$ cat src/rtl/sw_input_conditioner.sv
// sw_input_conditioner
//   Conditions the raw board switches for the RISC_8bit core's sw[7:0] port.
//   Each bit is synchronised into the clk domain and debounced on its own.
//   A startup sequence fills the synchronisers and then loads the switch word
//   directly, so the core sees the real switch positions without a debounce
//   delay and without a spurious change event.
//
// Ports
//   clk        in   1      system clock, rising edge
//   rst        in   1      synchronous, active-high reset
//   sw_raw     in   WIDTH  asynchronous switch pins
//   sw_clean   out  WIDTH  debounced switch word (feeds the core's sw)
//   sw_valid   out  1      high once sw_clean reflects the switches after reset
//   sw_changed out  1      one-cycle pulse when sw_clean changes while running
//   sw_rise    out  WIDTH  bits that went 0->1 during the sw_changed cycle
//   sw_fall    out  WIDTH  bits that went 1->0 during the sw_changed cycle
module sw_input_conditioner #(
  parameter int WIDTH           = 8,
  parameter int SYNC_STAGES     = 2,
  parameter int DEBOUNCE_CYCLES = 4
) (
  input  logic             clk,
  input  logic             rst,
  input  logic [WIDTH-1:0] sw_raw,
  output logic [WIDTH-1:0] sw_clean,
  output logic             sw_valid,
  output logic             sw_changed,
  output logic [WIDTH-1:0] sw_rise,
  output logic [WIDTH-1:0] sw_fall
);

  localparam int CNT_W  = $clog2(DEBOUNCE_CYCLES) + 1;
  localparam int INIT_W = $clog2(SYNC_STAGES) + 1;
  localparam logic [CNT_W-1:0]  CNT_LAST  = CNT_W'(DEBOUNCE_CYCLES - 1);
  localparam logic [INIT_W-1:0] INIT_LAST = INIT_W'(SYNC_STAGES - 1);

  typedef enum logic [1:0] {S_INIT, S_LOAD, S_RUN} state_t;

  state_t            state, state_nxt;
  logic [INIT_W-1:0] init_cnt;
  logic              load_en;
  logic              run_en;

  logic [WIDTH-1:0]  sync_p [SYNC_STAGES];
  logic [WIDTH-1:0]  sync_out;

  logic [WIDTH-1:0]  stable, stable_nxt;
  logic [CNT_W-1:0]  cnt     [WIDTH];
  logic [CNT_W-1:0]  cnt_nxt [WIDTH];

  // ---- synchroniser chain: shifts every cycle, whatever the FSM state ----
  always_ff @(posedge clk) begin
    if (rst) begin
      for (int s = 0; s < SYNC_STAGES; s++) sync_p[s] <= '0;
    end else begin
      sync_p[0] <= sw_raw;
      for (int s = 1; s < SYNC_STAGES; s++) sync_p[s] <= sync_p[s-1];
    end
  end

  assign sync_out = sync_p[SYNC_STAGES-1];

  // ---- startup FSM: state register ----
  always_ff @(posedge clk) begin
    if (rst) begin
      state    <= S_INIT;
      init_cnt <= '0;
    end else begin
      state <= state_nxt;
      if (state == S_INIT && init_cnt != INIT_LAST)
        init_cnt <= init_cnt + INIT_W'(1);
    end
  end

  // ---- startup FSM: next state ----
  always_comb begin
    state_nxt = state;
    case (state)
      S_INIT:  if (init_cnt == INIT_LAST) state_nxt = S_LOAD;
      S_LOAD:  state_nxt = S_RUN;
      S_RUN:   state_nxt = S_RUN;
      default: state_nxt = S_INIT;
    endcase
  end

  // ---- startup FSM: outputs ----
  always_comb begin
    load_en  = (state == S_LOAD);
    run_en   = (state == S_RUN);
    sw_valid = (state == S_RUN);
  end

  // ---- per-bit debounce decision ----
  // A bit only moves after DEBOUNCE_CYCLES consecutive mismatching cycles;
  // any agreement in between restarts the count from zero.
  always_comb begin
    stable_nxt = stable;
    for (int i = 0; i < WIDTH; i++) cnt_nxt[i] = cnt[i];
    if (load_en) begin
      stable_nxt = sync_out;
    end else if (run_en) begin
      for (int i = 0; i < WIDTH; i++) begin
        if (sync_out[i] == stable[i]) begin
          cnt_nxt[i] = '0;
        end else if (cnt[i] == CNT_LAST) begin
          stable_nxt[i] = sync_out[i];
          cnt_nxt[i]    = '0;
        end else begin
          cnt_nxt[i] = cnt[i] + CNT_W'(1);
        end
      end
    end
  end

  // ---- stable word, counters and event outputs ----
  // Events are registered alongside stable so they line up with sw_clean.
  always_ff @(posedge clk) begin
    if (rst) begin
      stable     <= '0;
      sw_changed <= 1'b0;
      sw_rise    <= '0;
      sw_fall    <= '0;
      for (int i = 0; i < WIDTH; i++) cnt[i] <= '0;
    end else begin
      stable     <= stable_nxt;
      sw_changed <= run_en && (stable_nxt != stable);
      sw_rise    <= run_en ? (stable_nxt & ~stable) : '0;
      sw_fall    <= run_en ? (~stable_nxt & stable) : '0;
      for (int i = 0; i < WIDTH; i++) cnt[i] <= cnt_nxt[i];
    end
  end

  assign sw_clean = stable;

endmodule

$ cat config.mk
export PLATFORM = sky130hd
export DESIGN_NAME = sw_input_conditioner
export DESIGN_NICKNAME = d
export VERILOG_FILES = /design/src/rtl/sw_input_conditioner.sv
export SDC_FILE = /design/constraint.sdc
export NUM_CORES = 1
export LEC_CHECK = 0
export ABC_CLOCK_PERIOD_IN_PS = 4300
export CAP_MARGIN = 10
export CORE_ASPECT_RATIO = 1.2
export CORE_UTILIZATION = 55
export DETAILED_ROUTE_END_ITERATION = 8
export HOLD_SLACK_MARGIN = 0.12
export PLACE_DENSITY = 0.86
export SKIP_LAST_GASP = 1
export SLEW_MARGIN = 20
export SYNTH_ARGS = -nofsm -noshare
export SYNTH_HDL_FRONTEND = slang
export SYNTH_SLANG_ARGS = --single-unit
$ cat constraint.sdc
create_clock -name clk -period 4.3 [get_ports clk]
set_input_delay 0.86 -clock clk [delete_from_list [all_inputs] [get_ports clk]]
set_output_delay 0.86 -clock clk [all_outputs]
set_load 0.01 [all_outputs]
## Yosys cells after proc, flatten, opt, wreduce, memory -nomap -nowiden

Memories as Yosys holds them, arrays and structs flattened.
Index checks and enable logic that the tools add are counted.

- Add/subtract/negate cells: 9
- Multipliers: 0
- Divide/modulo/power cells: 0
- Magnitude comparators: 0
- Equality and inequality tests: 22
- Shift-type cells: 0
- Mux-type cells: 51
- Bitwise logic cells: 15
- Reduce and logical (&&, ||, !) cells: 5

Operators with widths:

| cell | number |
|---|---|
| $mux 3 | 24 |
| $mux 24 | 2 |
| $mux 8 | 4 |
| $add 3x1->3 const B | 8 |
| $eq 3x2->1 const B | 8 |
| $mux 1 | 19 |
| $and 8x8->8 | 2 |
| $not 8->8 | 2 |
| $or 1x1->1 | 10 |
| $eq 1x1->1 | 8 |
| $ne 8x8->1 | 1 |
| $eq 2x1->1 const B | 2 |
| $ne 2x1->1 const B | 2 |
| $pmux 2 s2 | 1 |
| $reduce_or 2->1 | 2 |
| $add 2x1->2 const B | 1 |
| $eq 2x2->1 const B | 1 |
| $logic_and 1x1->1 | 2 |
| $logic_not 2->1 | 1 |
| $mux 2 | 1 |
| $not 1->1 | 1 |

- Register bits: 29
- Bits in latches: 0
- Bits in writable memories: 40
- ROM bits: 0
- Input bits: 10
- Output and inout bits: 26
- Logic and storage cells: 110
- Memories kept: 2

Memory list:

| memory | words | bits a word | rd ports | clocked after memory_dff | wr ports | RTL line | source |
|---|---|---|---|---|---|---|---|
| cnt | 8 | 3 | 8 | 0 | 8 | 48 | `logic [CNT_W-1:0] cnt [WIDTH];` |
| sync_p | 2 | 8 | 2 | 0 | 2 | 44 | `logic [WIDTH-1:0] sync_p [SYNC_STAGES];` |

## Depth between registers and ports, before layout

- Word-level depth: 7
- Mapped depth: 8

## Worst setup path after synthesis

Ideal clock, no wire load.

- Path kind: register to register
- From: register state[0]
- To: register sw_changed
- Library setup time: 0.115 ns
- Arrival time: 1.676 ns
- Data required time: 4.185 ns
- Path slack: 2.510 ns
- Stages on the path, launching flop included: 9
- Buffers on the path: 1
- Cell sequence: dfxtp_1 -> inv_1 -> ha_1 -> buf_6 -> and3b_1 -> o311ai_4 -> ha_1 -> nand4_1 -> o21a_1

- Longest elaborated chain between the ends: 5

RTL lines:

| what | RTL line | source |
|---|---|---|
| start, declared | 39 | `state_t state, state_nxt;` |
| start signal, assigned | 69 | `state <= state_nxt;` |
| $eq 2x2->1 | - |  |
| net sw_valid | 26 | `output logic sw_valid,` |
| $mux 8 | 101 | `end else if (run_en) begin` |
| $mux 8 | 99 | `if (load_en) begin` |
| net stable_nxt[3] | 47 | `logic [WIDTH-1:0] stable, stable_nxt;` |
| $ne 8x8->1 | 126 | `sw_changed <= run_en && (stable_nxt != stable);` |
| $logic_and 1x1->1 | 126 |  |
| end signal, assigned | 126 |  |
| end, declared | 27 | `output logic sw_changed,` |

The timed path passes the listed nets, and every way through them passes these cells.
A chain may end at the register's enable or synchronous reset.

## Worst setup path in the final report

- From: register state[0]
- To: output port sw_valid

- Longest elaborated chain between the ends: 1

RTL lines:

| what | RTL line | source |
|---|---|---|
| $eq 2x2->1 | 90 | `sw_valid = (state == S_RUN);` |
| end, declared | 26 |  |

Every way passes these cells.

==> qor.yml <==
outcome:
  outcome: "finished with violations"
  violations: "DRC"
routing:
  routed_via_density: 5.24
  drt_pass1_iterations: 6
  drc: 2
  routedWlPerCell_um: 13.0
  wl_um: 4920
  postRouteAntennaNets: 0
  drt_iter0_markers: 63
  vias: 1981
clock_network:
  post_cts_buffers: 0
  cts_num_sinks: 69
  cts_buffers: 9
  htreeDepth: 3
  cts_root_buf: "clkbuf_8"
  cts_hold_buffers: 0
  ctsResizeCount: 0
  clk_latency_ps: 350
  cts_tree: "yes"
  clkTransAtPathRegs_ps: 70
  clk_path_buf_depth: 2
timing:
  max_slew_margin: 0.311
  worst_pin_slew_ps: 1030
  setup_viol: 0
  max_freq_mhz: 348
  rsz0062_at_grt: "no"
  period_needed_ps: 2880
  final_max_slew_viol_count: 0
  final_hold_viol_count: 0
  fin_tns_setup_ps: 0
  skew_ps: 8.34
  layout_setup_ws_ps: 1420
  finalCritPeriodShare: 0.669
  whs_ps: 440
hold_path:
  min_from: "sync_p[0][2]$_SDFF_PP0_"
  hold_path_class: "reg2reg"
setup_path:
  startpoint_type: "register"
  r2r_start: "state[1]$_SDFFE_PP0N_"
  crit_start: "state[0]$_SDFFE_PP0N_"
  arrival_ps: 2020
  critPathMaxFanout: 18
  cp.required_ps: 3440
  endpoint_kind: "output pin"
  critical_path_class: "reg2out"
synthesis:
  synth_cell_types: 31
  syn_avg_cell_area_um2: 11.0
  yosys_warnings: 0
  mappedNetlistNets: 312
  yosys_register_bits: 69
  mappedNetlistArea_um2: 3000
  syn_inst: 273
  yosysSeqAreaShare: 0.461
final_layout:
  diodes: 0
  multi_input_area_um2: 1490
  fin_nets: 350
  drive_above_1_share: 0.177
  syn2layout_area_growth_pct: 19.9
  fillCellCount: 387
  ff_latch_area_um2: 1380
  finish.utilization: 0.683
floorplan:
  dieArea_um2: 5750
  die_x_um: 69.4
  ios: 36
  rows: 29
  core-area_um2: 5260
  start_util: 0.570
  die_h_um: 82.9
placed_design:
  routabilityCongestion: 0.761
  place_ws_ps: 1690
  dp_hpwl_um: 3390
  portBuffers: 35
grt:
  grt_pass1_wl_um: 8660
  antenna_found_initial: 0
  overflow: 0
  grt_pass1_vias: 1962
  grt_max_degree: 42
  grt.total_usage: 0.191
run:
  drv_cap: 0
power_and_ir_drop:
  ir_drop_mv: 0.356
  powerDensity_nw_per_um2: 427
  leakage_nw: 1.46
-- cell type report --
cell class | instances | area share
timing repair buffer | 36 | 0.0995
inverter | 19 | 0.0198
clock buffer | 10 | 0.0355
multi-input combinational | 176 | 0.415
clock inverter | 6 | 0.0244
sequential | 69 | 0.384
tap | 62 | 0.0216
-- cells in the mapped netlist --
library cell	count	area, µm²
xor2_1	1	8.76
nand2b_1	6	37.5
a211oi_1	1	7.51
and2_1	16	100
o21ai_0	7	35.0
nor3b_1	1	7.51
and3b_1	15	131
clkbuf_1	4	15.0
a22o_1	7	61.3
nor3_1	7	35.0
mux2_2	7	78.8
nand4_1	2	12.5
buf_6	2	22.5
o311ai_4	2	52.6
nor2_2	8	50.1
and2b_2	1	8.76
nand4b_1	9	78.8
xnor2_1	8	70.1
inv_1	11	41.3
o311ai_2	6	97.6
ha_1	29	363
o21a_1	1	7.51
mux2i_1	1	10.0
buf_2	3	15.0
a21oi_1	3	15.0
inv_2	8	30.0
nand2_2	8	50.1
dfxtp_1	69	1380
nor2b_1	24	150
nand3_1	1	5.00
nor2_1	5	18.8
-- placed cells by master, fill, tap and decap left out, drive strengths merged, types with 2 or more instances in the layout --
| cell | count |
|---|---|
| dfxtp | 69 |
| clkdlybuf4s50 | 35 |
| ha | 29 |
| nor2b | 24 |
| inv | 19 |
| and2 | 16 |
| and3b | 15 |
| nor2 | 13 |
| clkbuf | 10 |
| nand4b | 9 |
| nand2 | 8 |
| xnor2 | 8 |
| o311ai | 8 |
| nor3 | 7 |
| a22o | 7 |
| mux2 | 7 |
| o21ai | 7 |
| nand2b | 6 |
| a21oi | 3 |
| clkinvlp | 3 |
| nand4 | 2 |
| bufinv | 2 |
-- power by group --
group          total [W]  switching (W)  internal, W  leakage (nW)
Combinational   0.000273       0.000163     0.000110         0.802
Clock           0.000569       0.000243     0.000325        0.0985
Sequential      0.000694      0.0000238     0.000670         0.560
-- worst paths after layout --
check                             endpoint  slack (ps)  depth (start not counted)
setup / recovery                  sw_valid        1420                          3
hold / removal    sync_p[0][10]$_SDFF_PP0_         440                          1
setup reg to reg     sw_changed$_SDFF_PP0_        2000                          6
hold reg to reg   sync_p[0][10]$_SDFF_PP0_         440                          1
-- state kept, by name (all words and copies together), names as in the netlist --
| name | cells |
|---|---|
| sw_clean | 8 |
| sw_changed | 1 |
| init_cnt | 2 |
| cnt | 24 |
| sw_rise | 8 |
| state | 2 |
| sw_fall | 8 |
| sync_p | 16 |
-- routing by layer --
layer  global-route usage  up-vias  part of all wire
met5                    0        -                 0
met3               0.0352       12             0.031
li1                     -     1003                 -
met1                0.229      917              0.46
met4                0.134        0             0.033
met2                0.306       49              0.47
-- per-stage QoR --
stage,total power [W],cells,instance area [µm²]
2_1_floorplan,0.000916,273,3000
3_3_place_gp,0.000969,362,3380
3_5_place_dp,0.000979,362,3380
4_1_cts,0.00155,378,3600
5_1_grt,0.00162,378,3600
6_report,0.00154,378,3600
-- logic make-up (layout without fill, tap and decap cells) --
| logic type | Yosys count | in the layout | synth area share |
|---|---|---|---|
| AND/OR/NAND/NOR | 103 | 103 | 0.229 |
| flip-flops | 69 | 69 | 0.461 |
| adder cells (fa/ha/maj) | 29 | 29 | 0.121 |
| buffers and inverters | 28 | 71 | 0.0413 |
| AO/OA/AOI/OAI | 27 | 27 | 0.0922 |
| XOR/XNOR | 9 | 9 | 0.0263 |
| multiplexers | 8 | 8 | 0.0296 |
-- worst max-delay path, stage by stage, from the launching register on --
cell,delay [ps]
dfxtp_1,340
inv_1,100
ha_1,570
clkdlybuf4s50_1,660
(Power assumes the default switching activity.)
